**config.mk**
```make
export PLATFORM = sky130hd
export DESIGN_NAME = multicycle_ctrl_flat
export DESIGN_NICKNAME = d
export VERILOG_FILES = /design/src/rtl/multicycle_ctrl_if.sv /design/src/rtl/multicycle_ctrl.sv /design/src/flat_wrapper.sv
export SDC_FILE = /design/constraint.sdc
export NUM_CORES = 1
export LEC_CHECK = 0
export ABC_AREA = 1
export CAP_MARGIN = 0
export CORE_UTILIZATION = 50
export DETAILED_ROUTE_END_ITERATION = 10
export HOLD_SLACK_MARGIN = 0.12
export PLACE_DENSITY = 0.77
export SYNTH_ARGS = -nofsm -noshare
export SYNTH_HDL_FRONTEND = slang
export SYNTH_SLANG_ARGS = --single-unit
```
**constraint.sdc**
```tcl
create_clock -name clk -period 2.9 [get_ports clk]
set_clock_uncertainty 0.2 [all_clocks]
set_input_delay 0.58 -clock clk [delete_from_list [all_inputs] [get_ports clk]]
set_output_delay 0.58 -clock clk [all_outputs]
set_load 0.05 [all_outputs]
```
**src/rtl/multicycle_ctrl_if.sv**
```systemverilog
// Shared memory-port handshake between the multi-cycle controller and the memory.
interface multicycle_ctrl_if;
  logic mem_req;
  logic mem_read;
  logic mem_write;
  logic i_or_d;
  logic mem_ready;

  modport master (output mem_req, mem_read, mem_write, i_or_d, input mem_ready);
  modport slave  (input mem_req, mem_read, mem_write, i_or_d, output mem_ready);
endinterface

```
**src/rtl/multicycle_ctrl.sv**
```systemverilog
// Multi-cycle MIPS main control FSM (FETCH/DECODE/EXEC/MEM/WB) with memory timeout and retire counter.
// Optional bne decode is enabled by defining CTRL_BNE_EN.
module multicycle_ctrl #(
  parameter int MEM_TIMEOUT = 16,
  parameter int RETIRE_W    = 32
) (
  input  logic                clk,
  input  logic                rst,
  multicycle_ctrl_if.master   mem,
  input  logic [5:0]          op,
  input  logic                zero,
  output logic                ir_write,
  output logic                pc_en,
  output logic [1:0]          pc_source,
  output logic                alu_src_a,
  output logic [1:0]          alu_src_b,
  output logic                ext_op,
  output logic [2:0]          alu_op,
  output logic                reg_write,
  output logic [1:0]          reg_dst,
  output logic [1:0]          mem_to_reg,
  output logic [2:0]          state,
  output logic                retire,
  output logic                illegal,
  output logic                mem_err,
  output logic [RETIRE_W-1:0] retire_cnt
);

  typedef enum logic [2:0] {
    S_FETCH  = 3'd0,
    S_DECODE = 3'd1,
    S_EXEC   = 3'd2,
    S_MEM    = 3'd3,
    S_WB     = 3'd4
  } state_t;

  localparam logic [5:0] OP_RTYPE = 6'b000000;
  localparam logic [5:0] OP_J     = 6'b000010;
  localparam logic [5:0] OP_JAL   = 6'b000011;
  localparam logic [5:0] OP_BEQ   = 6'b000100;
`ifdef CTRL_BNE_EN
  localparam logic [5:0] OP_BNE   = 6'b000101;
`endif
  localparam logic [5:0] OP_ADDI  = 6'b001000;
  localparam logic [5:0] OP_ANDI  = 6'b001100;
  localparam logic [5:0] OP_ORI   = 6'b001101;
  localparam logic [5:0] OP_XORI  = 6'b001110;
  localparam logic [5:0] OP_LUI   = 6'b001111;
  localparam logic [5:0] OP_LW    = 6'b100011;
  localparam logic [5:0] OP_SW    = 6'b101011;

  localparam logic [2:0] ALU_ADD   = 3'b000;
  localparam logic [2:0] ALU_SUB   = 3'b001;
  localparam logic [2:0] ALU_AND   = 3'b010;
  localparam logic [2:0] ALU_OR    = 3'b011;
  localparam logic [2:0] ALU_XOR   = 3'b100;
  localparam logic [2:0] ALU_LUI   = 3'b101;
  localparam logic [2:0] ALU_FUNCT = 3'b111;

  // Wait counter only needs to reach MEM_TIMEOUT-1; it wraps harmlessly when the timeout is disabled.
  localparam int              WAIT_W     = (MEM_TIMEOUT > 1) ? $clog2(MEM_TIMEOUT) : 1;
  localparam bit              TIMEOUT_EN = (MEM_TIMEOUT != 0);
  localparam logic [WAIT_W-1:0] WAIT_LAST = WAIT_W'(MEM_TIMEOUT - 1);

  state_t                state_q, state_d;
  logic [WAIT_W-1:0]     wait_q, wait_d;
  logic [RETIRE_W-1:0]   retire_cnt_q, retire_cnt_d;
  logic                  timeout_s;

  assign timeout_s  = TIMEOUT_EN && (wait_q == WAIT_LAST) && !mem.mem_ready;
  assign state      = state_q;
  assign retire_cnt = retire_cnt_q;

  // Next-state and control decode; everything stays low while rst is high.
  always_comb begin
    state_d       = state_q;
    wait_d        = '0;
    mem.mem_req   = 1'b0;
    mem.mem_read  = 1'b0;
    mem.mem_write = 1'b0;
    mem.i_or_d    = 1'b0;
    ir_write      = 1'b0;
    pc_en         = 1'b0;
    pc_source     = 2'b00;
    alu_src_a     = 1'b0;
    alu_src_b     = 2'b00;
    ext_op        = 1'b0;
    alu_op        = ALU_ADD;
    reg_write     = 1'b0;
    reg_dst       = 2'b00;
    mem_to_reg    = 2'b00;
    retire        = 1'b0;
    illegal       = 1'b0;
    mem_err       = 1'b0;
    if (rst) begin
      state_d = S_FETCH;
    end else begin
      case (state_q)
        S_FETCH: begin
          mem.mem_req  = 1'b1;
          mem.mem_read = 1'b1;
          alu_src_b    = 2'b01;
          if (mem.mem_ready) begin
            ir_write = 1'b1;
            pc_en    = 1'b1;
            state_d  = S_DECODE;
          end else if (timeout_s) begin
            mem_err = 1'b1;
            state_d = S_FETCH;
          end else begin
            wait_d = wait_q + WAIT_W'(1);
          end
        end
        S_DECODE: begin
          alu_src_b = 2'b11;
          ext_op    = 1'b1;
          case (op)
            OP_J: begin
              pc_en     = 1'b1;
              pc_source = 2'b10;
              retire    = 1'b1;
              state_d   = S_FETCH;
            end
            OP_JAL: begin
              pc_en      = 1'b1;
              pc_source  = 2'b10;
              reg_write  = 1'b1;
              reg_dst    = 2'b10;
              mem_to_reg = 2'b10;
              retire     = 1'b1;
              state_d    = S_FETCH;
            end
`ifdef CTRL_BNE_EN
            OP_BNE,
`endif
            OP_RTYPE, OP_ADDI, OP_ANDI, OP_ORI, OP_XORI, OP_LUI,
            OP_LW, OP_SW, OP_BEQ: begin
              state_d = S_EXEC;
            end
            default: begin
              illegal = 1'b1;
              state_d = S_FETCH;
            end
          endcase
        end
        S_EXEC: begin
          case (op)
            OP_RTYPE: begin
              alu_src_a = 1'b1;
              alu_op    = ALU_FUNCT;
              state_d   = S_WB;
            end
            OP_ADDI: begin
              alu_src_a = 1'b1;
              alu_src_b = 2'b10;
              ext_op    = 1'b1;
              state_d   = S_WB;
            end
            OP_ANDI: begin
              alu_src_a = 1'b1;
              alu_src_b = 2'b10;
              alu_op    = ALU_AND;
              state_d   = S_WB;
            end
            OP_ORI: begin
              alu_src_a = 1'b1;
              alu_src_b = 2'b10;
              alu_op    = ALU_OR;
              state_d   = S_WB;
            end
            OP_XORI: begin
              alu_src_a = 1'b1;
              alu_src_b = 2'b10;
              alu_op    = ALU_XOR;
              state_d   = S_WB;
            end
            OP_LUI: begin
              alu_src_b = 2'b10;
              alu_op    = ALU_LUI;
              state_d   = S_WB;
            end
            OP_LW, OP_SW: begin
              alu_src_a = 1'b1;
              alu_src_b = 2'b10;
              ext_op    = 1'b1;
              state_d   = S_MEM;
            end
            OP_BEQ: begin
              alu_src_a = 1'b1;
              alu_op    = ALU_SUB;
              pc_source = 2'b01;
              pc_en     = zero;
              retire    = 1'b1;
              state_d   = S_FETCH;
            end
`ifdef CTRL_BNE_EN
            OP_BNE: begin
              alu_src_a = 1'b1;
              alu_op    = ALU_SUB;
              pc_source = 2'b01;
              pc_en     = ~zero;
              retire    = 1'b1;
              state_d   = S_FETCH;
            end
`endif
            default: begin
              state_d = S_FETCH;
            end
          endcase
        end
        S_MEM: begin
          mem.mem_req   = 1'b1;
          mem.i_or_d    = 1'b1;
          mem.mem_read  = (op == OP_LW);
          mem.mem_write = (op == OP_SW);
          if (mem.mem_ready) begin
            if (op == OP_LW) begin
              state_d = S_WB;
            end else begin
              retire  = (op == OP_SW);
              state_d = S_FETCH;
            end
          end else if (timeout_s) begin
            mem_err = 1'b1;
            state_d = S_FETCH;
          end else begin
            wait_d = wait_q + WAIT_W'(1);
          end
        end
        S_WB: begin
          reg_write = 1'b1;
          if (op == OP_RTYPE) begin
            reg_dst = 2'b01;
          end else begin
            reg_dst = 2'b00;
          end
          if (op == OP_LW) begin
            mem_to_reg = 2'b01;
          end else begin
            mem_to_reg = 2'b00;
          end
          retire  = 1'b1;
          state_d = S_FETCH;
        end
        default: begin
          state_d = S_FETCH;
        end
      endcase
    end
  end

  // Retire counter wraps modulo 2^RETIRE_W.
  always_comb begin
    if (retire) begin
      retire_cnt_d = retire_cnt_q + RETIRE_W'(1);
    end else begin
      retire_cnt_d = retire_cnt_q;
    end
  end

  // State, wait counter and retire counter registers.
  always_ff @(posedge clk or posedge rst) begin
    if (rst) begin
      state_q      <= S_FETCH;
      wait_q       <= '0;
      retire_cnt_q <= '0;
    end else begin
      state_q      <= state_d;
      wait_q       <= wait_d;
      retire_cnt_q <= retire_cnt_d;
    end
  end

endmodule

```
**src/flat_wrapper.sv**
```systemverilog
// flat-port wrapper written by rule: the top's interface ports become plain ports
module multicycle_ctrl_flat 
#(
  parameter int MEM_TIMEOUT = 16,
  parameter int RETIRE_W    = 32
)
  (clk, rst, op, zero, ir_write, pc_en, pc_source, alu_src_a, alu_src_b, ext_op, alu_op, reg_write, reg_dst, mem_to_reg, state, retire, illegal, mem_err, retire_cnt, mem_mem_req, mem_mem_read, mem_mem_write, mem_i_or_d, mem_mem_ready);
  multicycle_ctrl_if mem_i ();
  input  logic clk;
  input  logic rst;
  input  logic [5:0] op;
  input  logic zero;
  output logic ir_write;
  output logic pc_en;
  output logic [1:0] pc_source;
  output logic alu_src_a;
  output logic [1:0] alu_src_b;
  output logic ext_op;
  output logic [2:0] alu_op;
  output logic reg_write;
  output logic [1:0] reg_dst;
  output logic [1:0] mem_to_reg;
  output logic [2:0] state;
  output logic retire;
  output logic illegal;
  output logic mem_err;
  output logic [RETIRE_W-1:0] retire_cnt;
  output wire logic [$bits(mem_i.mem_req)-1:0] mem_mem_req;
  output wire logic [$bits(mem_i.mem_read)-1:0] mem_mem_read;
  output wire logic [$bits(mem_i.mem_write)-1:0] mem_mem_write;
  output wire logic [$bits(mem_i.i_or_d)-1:0] mem_i_or_d;
  input wire logic [$bits(mem_i.mem_ready)-1:0] mem_mem_ready;
  assign mem_mem_req = mem_i.mem_req;
  assign mem_mem_read = mem_i.mem_read;
  assign mem_mem_write = mem_i.mem_write;
  assign mem_i_or_d = mem_i.i_or_d;
  assign mem_i.mem_ready = mem_mem_ready;
  multicycle_ctrl #(.MEM_TIMEOUT(MEM_TIMEOUT), .RETIRE_W(RETIRE_W)) u_core (.clk(clk), .rst(rst), .mem(mem_i), .op(op), .zero(zero), .ir_write(ir_write), .pc_en(pc_en), .pc_source(pc_source), .alu_src_a(alu_src_a), .alu_src_b(alu_src_b), .ext_op(ext_op), .alu_op(alu_op), .reg_write(reg_write), .reg_dst(reg_dst), .mem_to_reg(mem_to_reg), .state(state), .retire(retire), .illegal(illegal), .mem_err(mem_err), .retire_cnt(retire_cnt));
endmodule
```
==> impl_metrics.tcl, run 1 <==
set metrics [dict create \
    run_status "complete, no violations" \
    die_area_um2 6240 \
    crit_chain "clkdlybuf4s50_1, inv_2, nand2_2, nor2_4, inv_1, nand2_2, inv_1, nor2_2, inv_2, nor2_4, buf_12" \
    synth.distinct_cells 23 \
    synth.area.mux_share 0 \
    final_cell_mix "215 x nand2_1, 66 x nor2_1, 38 x clkdlybuf4s50_1" \
    arrival_ns 1.98 \
    yosys.area_share.adder 0.00844 \
    n_antenna_cell 0 \
    seq_area_frac_synth 0.329 \
    max_freq_mhz 362 \
    worst-path-max-fanout 5 \
    synth_warnings 0 \
    power_density_nw_per_um2 302 \
    synth-simple-area-share 0.520 \
    relSlewSlack 0.638 \
    grt_pass1_wl_um 14400 \
    cts_buffers 5 \
    io_pins 68 \
    drive_above_1_share 0.144 \
    holdWs_ns 0.288 \
    fillers 468 \
    synth_area_um2 2960 \
    final_common_cell "nand2_1" \
    synth_top_family_by_area "simple AND/OR/NAND/NOR gates" \
    drt_pass1_iterations 6 \
    avgSynthCellArea_um2 6.11 \
    drtIter0Drc 239 \
    tightest_slew_ns 0.541 \
    drv_cap 0 \
    cts_max_path_buffers 2 \
    fp.dieW_um 79.0 \
    post-route-drc-count 0 \
    dieHeight_um 79.0 \
    slew_viol_final 0 \
    start_kind "input pin" \
    hold_violations 0 \
    antenna_found_initial 0 \
    yosys.area_share.xor_xnor 0.0384 \
    coreArea_um2 5610 \
    slowest_delay_ns 0.43 \
    vias_per_cell 5.25 \
    first_global_vias 3056 \
    syn_inst 485 \
    cts_tree "built" \
    worstSetupEndpointType "output pin" \
    drt_wl_total_um 8650 \
    p_leak_nw 1.95 \
    initial_core_util 0.529 \
    nNetsFinal 573 \
    worstSetupStartpoint "rst" \
    min_period_over_period 0.953 \
    hp-class "reg2reg" \
    via_count 3331 \
    hold_start "u_core.wait_q[0]" \
    min_period_ns 2.76 \
    ys_ff_latch 39 \
    clk_pin_slew_ns 0.08 \
    synth_compound_area_frac 0.0321 \
    syn2layout_area_growth_pct 41.7 \
    ant_nets 0 \
    wire_per_inst_um 13.6 \
    ctsHoldBuffers 0 \
    rr_startpoint "u_core.retire_cnt[0]" \
    slowest_stage "clkdlybuf4s50_1" \
    htree_num_levels 2 \
    peakVddDrop_v 0.000238 \
    track_usage 0.292 \
    cts_root_buf "clkbuf_8" \
    crit_required_ns 2.12 \
    rows 27 \
    criticalPathCategory "in2out" \
    regArea_um2 978 \
    place_hpwl_um 6670 \
    setup_viol 0 \
    grt_overflow 0 \
    portBuffers 67 \
    syn-num-nets 497 \
    rsz0062_at_grt "no" \
    multiInputGateArea_um2 1850 \
    p_total_mw 1.27 \
    gp_congestion 0.941 \
    numClockSinks 39 \
    grt_start_max_net_pins 42 \
    clock_latency_ns 0.29 \
]
==> cell families (layout without fill, tap and decap cells) <==
group,after synthesis,count (layout)
AO/OA/AOI/OAI,19,19
XOR/XNOR,13,13
buffers and inverters,48,125
flip-flops,39,39
AND/OR/NAND/NOR,364,364
adder cells (fa/ha/maj),2,2
==> synth_stat cells <==
master,count,area (µm²)
nand2_1,217,815
nor2_1,76,285
dfrtp_1,39,976
nand3_1,38,190
inv_1,34,128
nand3b_1,14,105
a21oi_1,10,50.1
nor2_2,9,56.3
o21ai_0,9,45.0
xnor2_1,8,70.1
inv_2,5,18.8
xor2_1,5,43.8
buf_4,3,22.5
buf_6,3,33.8
nand4_1,3,18.8
clkbuf_1,2,7.51
ha_1,2,25.0
nor2_4,2,22.5
nor3_1,2,10.0
clkinv_1,1,3.75
nand2_4,1,11.3
nand2_8,1,20.0
nor4_1,1,6.26
==> flip-flops by register name, indices dropped and copies added, names as in the netlist <==
register / count
u_core.wait_q: 4
u_core.state: 3
u_core.retire_cnt: 32
==> stage by stage <==
stage,instances,setup TNS (ns),utilization,setup WS (ns),area [µm²]
finish,634,0,0.749,0.137,4200
detailed placement,626,0,0.712,0.0143,4000
floorplan,485,-0.0825,-,-0.0825,2990
CTS,634,0,0.737,0.00162,4130
global placement,626,-0.0215,0.712,-0.0215,4000
global route,634,0,0.749,0.0338,4200
==> final timing paths <==
kind                       cells past startpoint  slack (ns)                     to
max                                           11        0.14                mem_err
min                                            1        0.29       u_core.wait_q[0]
max reg2reg                                   10        0.79  u_core.retire_cnt[30]
min reg2reg                                    1        0.29       u_core.wait_q[0]
max in group asynchronous                      3        1.54        u_core.state[1]
min in group asynchronous                      3        0.52  u_core.retire_cnt[10]
==> power breakdown <==
part / leakage, nW / internal (mW) / switching [mW]
Combinational: 1.34 / 0.0595 / 0.104
Clock: 0.0654 / 0.344 / 0.206
Sequential: 0.540 / 0.548 / 0.00637
==> worst max-delay path: cells and delay by family <==
| kind | cells | cell delay, ns |
|---|---|---|
| buffers and inverters | 6 | 0.89 |
| AND/OR/NAND/NOR | 5 | 0.51 |
==> cell type report <==
type / count / area share
Sequential cell: 39 / 0.233
Clock inverter: 2 / 0.0143
Inverter: 40 / 0.0367
Tap cell: 72 / 0.0215
Multi-Input combinational cell: 398 / 0.441
Timing Repair Buffer: 77 / 0.236
Clock buffer: 6 / 0.0173
==> per-layer routing <==
metal | up-vias | share of wire | global-route usage
li1 | 1668 | - | -
met4 | 0 | 0.014 | 0.0764
met1 | 1542 | 0.47 | 0.405
met3 | 12 | 0.057 | 0.0540
met5 | - | 0 | 0
met2 | 109 | 0.46 | 0.464
==> repair_timing <==
action / CTS / global route
endpoints found under the setup margin: 1 / 15
pin swaps: 0 / 4
buffers inserted: 0 / 0
gates resized for setup: 1 / 23
Power figures use the tool's default switching activity.
==> run 2: changes to the inputs <==
--- a/config.mk
+++ b/config.mk
@@ -11,6 +11,7 @@
 export DETAILED_ROUTE_END_ITERATION = 10
 export HOLD_SLACK_MARGIN = 0.12
 export PLACE_DENSITY = 0.77
+export SLEW_MARGIN = 20
 export SYNTH_ARGS = -nofsm -noshare
 export SYNTH_HDL_FRONTEND = slang
 export SYNTH_SLANG_ARGS = --single-unit
==> results of run 2 <==
Final layout, timing and power as in run 1 (identical DEF).
==> RTL edit 1: new RTL, config.mk and constraints of run 1 <==
The option `CTRL_BNE_EN` is turned on by a define.
--- a/src/rtl/multicycle_ctrl.sv
+++ b/src/rtl/multicycle_ctrl.sv
@@ -1,5 +1,7 @@
 // Multi-cycle MIPS main control FSM (FETCH/DECODE/EXEC/MEM/WB) with memory timeout and retire counter.
 // Optional bne decode is enabled by defining CTRL_BNE_EN.
+`define CTRL_BNE_EN
+
 module multicycle_ctrl #(
   parameter int MEM_TIMEOUT = 16,
   parameter int RETIRE_W    = 32
Behaviour: not the same (Yosys sat finds a counterexample within 4 cycles, from zero or initial values and one cycle with rst high).
==> RTL edit 1 against run 1 <==
  * Setup slack worse by 51 ps
  * Area after synthesis up 1.6%
  * Design area down 0.33%
  * Wire length down 3.7%
  * Sequential cell count unchanged
  * Power down 5.4%
  * Die area up 1.5%
  * Highest routed layer unchanged
  * Sequential share of layout area about the same
  * Non-clock buffer count up 9
==> RTL edit 1: results (changes against run 1) <==
[outcome]
outcome=complete, no violations  ; unchanged

[setup_path]
reg2regPathDepth=9  ; was 10
critPathMaxStageDelay_ps=440
reg2reg_to=u_core.retire_cnt[20]  ; was u_core.retire_cnt[30]
reg2reg_slack_ps=660  ; was 790 ps
arrival_ps=2030  ; was 1980 ps
cp_top_family=simple AND/OR/NAND/NOR gates  ; was buffers and inverters
path_max_fanout=3  ; was 5

[place]
placedCellCount=613  ; was 626
gp_congestion=0.9042  ; was 0.9412
dp_hpwl_mm=6.262  ; was 6.672 mm
dp_slack_ps=-27.15  ; was 14.34 ps

[grt]
grt_pass1_vias=2948  ; was 3,056
grt_use_met2_pct=45.98  ; was 46.38%
grt_max_degree=33  ; was 42
grt_util_met1_pct=33.98  ; was 40.50%
grt_use_met3_pct=5.714  ; was 5.402%
grt_first_pass_wirelength_mm=13.49  ; was 14.39 mm
grt_use_total_pct=27.18  ; was 29.17%

[synth]
synth_cell_types=32  ; was 23
ys_seq_area_share_pct=32.42  ; was 32.93%
synth_area_leaders=dfrtp_1, nand2_1, nor2_1  ; unchanged
synthTopCellsByCount=nand2_1, nor2_1, dfrtp_1  ; unchanged
synthesis.nets=477  ; was 497
syn_avg_cell_area_sq_um=6.474  ; was 6.112 sq um

[drt]
firstDrtPassIters=4  ; was 6
wl_met2_mm=3.957  ; was 3.990 mm
drtIter0Drc=188  ; was 239
wl_met3_um=561  ; was 497 um
via_per_inst=5.172  ; was 5.254
via_count=3222  ; was 3,331
met1_length_mm=3.584  ; was 4.037 mm
wl_per_cell_um=13.37  ; was 13.64 um

[finish]
num-fill-cells=424  ; was 468
drive_above_1_share_pct=18.87  ; was 14.41%
final_nets=562  ; was 573

[pwr]
p_int_w=0.0008866  ; was 0.0009517 W
clock_power_share_pct=40.1  ; was 43.4%
peakVddDrop_mv=0.1673  ; was 0.2381 mV
p_leak_nw=2.018  ; was 1.948 nW
power_frac_seq_pct=46.3  ; was 43.7%

[timing]
tightest_slew_ps=822.8  ; was 541.2 ps
whs_ps=262.7  ; was 288.1 ps

[clock_network]
numCtsBuffers=5  ; unchanged
cts-root-buf=clkbuf_8  ; unchanged
path_clk_slew_ps=80  ; about the same

[RTL edit 1: cell count changes after synthesis, sizes merged, moves of 2 or more]
cell	change
nand4	+2
nand3b	-4
o21ai	-4
nor3	+5
xor2	+5
a21oi	-2
nand3	-17
nand2	-5
[RTL edit 1: metrics by stage]
| step | total power [W] | cell area (sq um) |
|---|---|---|
| finish | 0.001200 | 4185 |
| global route | 0.001246 | 4185 |
| CTS | 0.001203 | 4131 |
| detailed placement | 0.0007252 | 4015 |
| global placement | 0.0007240 | 4015 |
| floorplan | 0.0006542 | 3043 |
[RTL edit 1: cell type report]
type	instances	area, sq um	area share, %
Multi-Input combinational cell	379	1859	44.42
Tap cell	72	90.09	2.152
Inverter	39	150.1	3.587
Clock buffer	6	82.58	1.973
Clock inverter	2	35.03	0.8371
Timing Repair Buffer	86	992.2	23.71
Sequential cell	39	975.9	23.32
[RTL edit 1: how the worst max path moves through the flow]
| stage | startpoint | endpoint | slack (ps) | cells after the start |
|---|---|---|---|---|
| finish | op[0] | ext_op | 90 | 8 |
| global route | op[0] | ext_op | 30 | 9 |
| CTS | op[2] | alu_src_a | -2 | 8 |
| detailed placement | op[5] | ext_op | -30 | 9 |
| global placement | op[2] | alu_src_a | -80 | 8 |
| floorplan | u_core.state[0] | mem_mem_write | 30 | 2 |
[RTL edit 1: kinds of logic after synthesis]
group / after synthesis / share of synthesized area, %
and+or+nand+nor: 345 / 51.08
xor gates and xnor gates: 17 / 4.946
DFF: 39 / 32.42
adders and majority gates: 2 / 0.8311
AOI/OAI and AO/OA: 15 / 3.076
buffers and inverters: 47 / 7.647
[RTL edit 1: repair_timing]
item	4_1_cts	5_1_grt
setup buffers	0	2
pin swaps	2	3
hold endpoints to repair	0	0
endpoints found under the setup margin	2	12
resized for setup	1	14
==> RTL edit 2: new RTL, config.mk and constraints of run 1 <==
Made on the original files. Reset style: synchronous (`rst`), changed in one clocked block.
--- a/src/rtl/multicycle_ctrl.sv
+++ b/src/rtl/multicycle_ctrl.sv
@@ -259,7 +259,7 @@
   end
 
   // State, wait counter and retire counter registers.
-  always_ff @(posedge clk or posedge rst) begin
+  always_ff @(posedge clk) begin
     if (rst) begin
       state_q      <= S_FETCH;
       wait_q       <= '0;
Formal check against the unedited RTL: differs if rst is asserted again (counterexample within 4 cycles, from zero or initial values and one cycle with rst high); with rst held inactive, the same outputs for 10 cycles.
==> RTL edit 2 against run 1 <==
  * Power fell by 15%
  * Cell count grew 2.5%
  * Wire length increased by 1.7%
  * Setup slack lost 81 ps
  * Design area decreased by 3.1%
  * First-iteration DRC count decreased by 11%
  * Area after synthesis down 2.2%
  * Sequential cell count did not move
  * Sequential share of layout area down 4.1 points
  * Largest cell class unchanged
  * Highest routed layer unchanged
==> RTL edit 2: results (changes against run 1) <==
[synth]
synth_area_leaders=dfxtp_1, nand2_1, nor2_1  ; was dfrtp_1, nand2_1, nor2_1
synthTopCellsByCount=nand2_1, nor2_1, inv_1  ; was nand2_1, nor2_1, dfrtp_1
synth_cell_types=31  ; was 23
ys_seq_area_share_pct=26.93  ; was 32.93%
synthesis.nets=505  ; was 497
synth_ff_type=dfxtp_1  ; was dfrtp_1

[drt]
met1_length_mm=4.212  ; was 4.037 mm
wl_per_cell_um=13.52  ; was 13.64 um
wl_met2_mm=3.885  ; was 3.990 mm
via_per_inst=5.246  ; was 5.254
drtIter0Drc=213  ; was 239
firstDrtPassIters=5  ; was 6
wl_met3_um=585  ; was 497 um

[grt]
grt_util_met1_pct=42.45  ; was 40.50%
grt_use_met2_pct=46.49  ; was 46.38%
grt_pass1_vias=2994  ; was 3,056
grt_first_pass_wirelength_mm=14.47  ; was 14.39 mm
grt_use_met3_pct=4.302  ; was 5.402%
grt_use_total_pct=29.62  ; was 29.17%
grt_max_degree=29  ; was 42

[place]
place_area_sq_um=3906  ; was 3995 sq um
dp_slack_ps=-21.87  ; was 14.34 ps
dp_hpwl_mm=6.603  ; was 6.672 mm
gp_congestion=0.9152  ; was 0.9412

[timing]
whs_ps=273.4  ; was 288.1 ps

[setup_path]
reg2reg_slack_ps=660  ; was 790 ps
reg2regPathDepth=8  ; was 10
critPathCapture=illegal  ; was mem_err
reg2reg_from=u_core.retire_cnt[0]  ; unchanged
path_max_fanout=4  ; was 5
critPathMaxStageDelay_ps=520  ; was 430 ps
setup.worst_path.start=op[4]  ; was rst
reg2reg_to=u_core.retire_cnt[22]  ; was u_core.retire_cnt[30]

[pwr]
p_leak_nw=1.545  ; was 1.948 nW
peakVddDrop_mv=0.1814  ; was 0.2381 mV

[hold_path]
hp-start=u_core.wait_q[0]  ; unchanged
min_to=u_core.wait_q[0]  ; unchanged

[finish]
final_nets=589  ; was 573
drive_above_1_share_pct=18.69  ; was 14.41%

[outcome]
outcome=complete, no violations  ; unchanged

-- RTL edit 2: cell families after synthesis --
kind of cell / synth area share (%)
simple gates: 49.68
buf+inv: 9.840
compound gates: 10.27
flops: 26.93
xor+xnor: 2.417
fa+ha+maj: 0.8630
-- RTL edit 2: area by class of cell --
cell class	count	area, sq um
clock inverters	3	23.77
well taps	72	90.09
inverters	50	187.7
clock buffers	5	68.82
repair buffers	90	987.2
multi-input cells	391	1929
flip-flops and latches	39	783.3
fillers	470	1470
-- RTL edit 2: metrics by stage --
stage | setup TNS (ps) | cells
after global routing | -116.1 | 650
after detailed placement | -43.57 | 642
after floorplan | -29.21 | 493
final | 0 | 650
after CTS | -69.06 | 650
after global placement | 0 | 642
-- RTL edit 2: report_power, final --
group	internal, W	switching [W]
Clock	0.000172	0.000221
Sequential	0.000538	0.00000368
Combinational	0.0000522	0.0000942
-- RTL edit 2: what timing repair did --
item / CTS / global route
setup endpoints to repair: 5 / 15
pin swaps: 0 / 4
resized for setup: 2 / 22
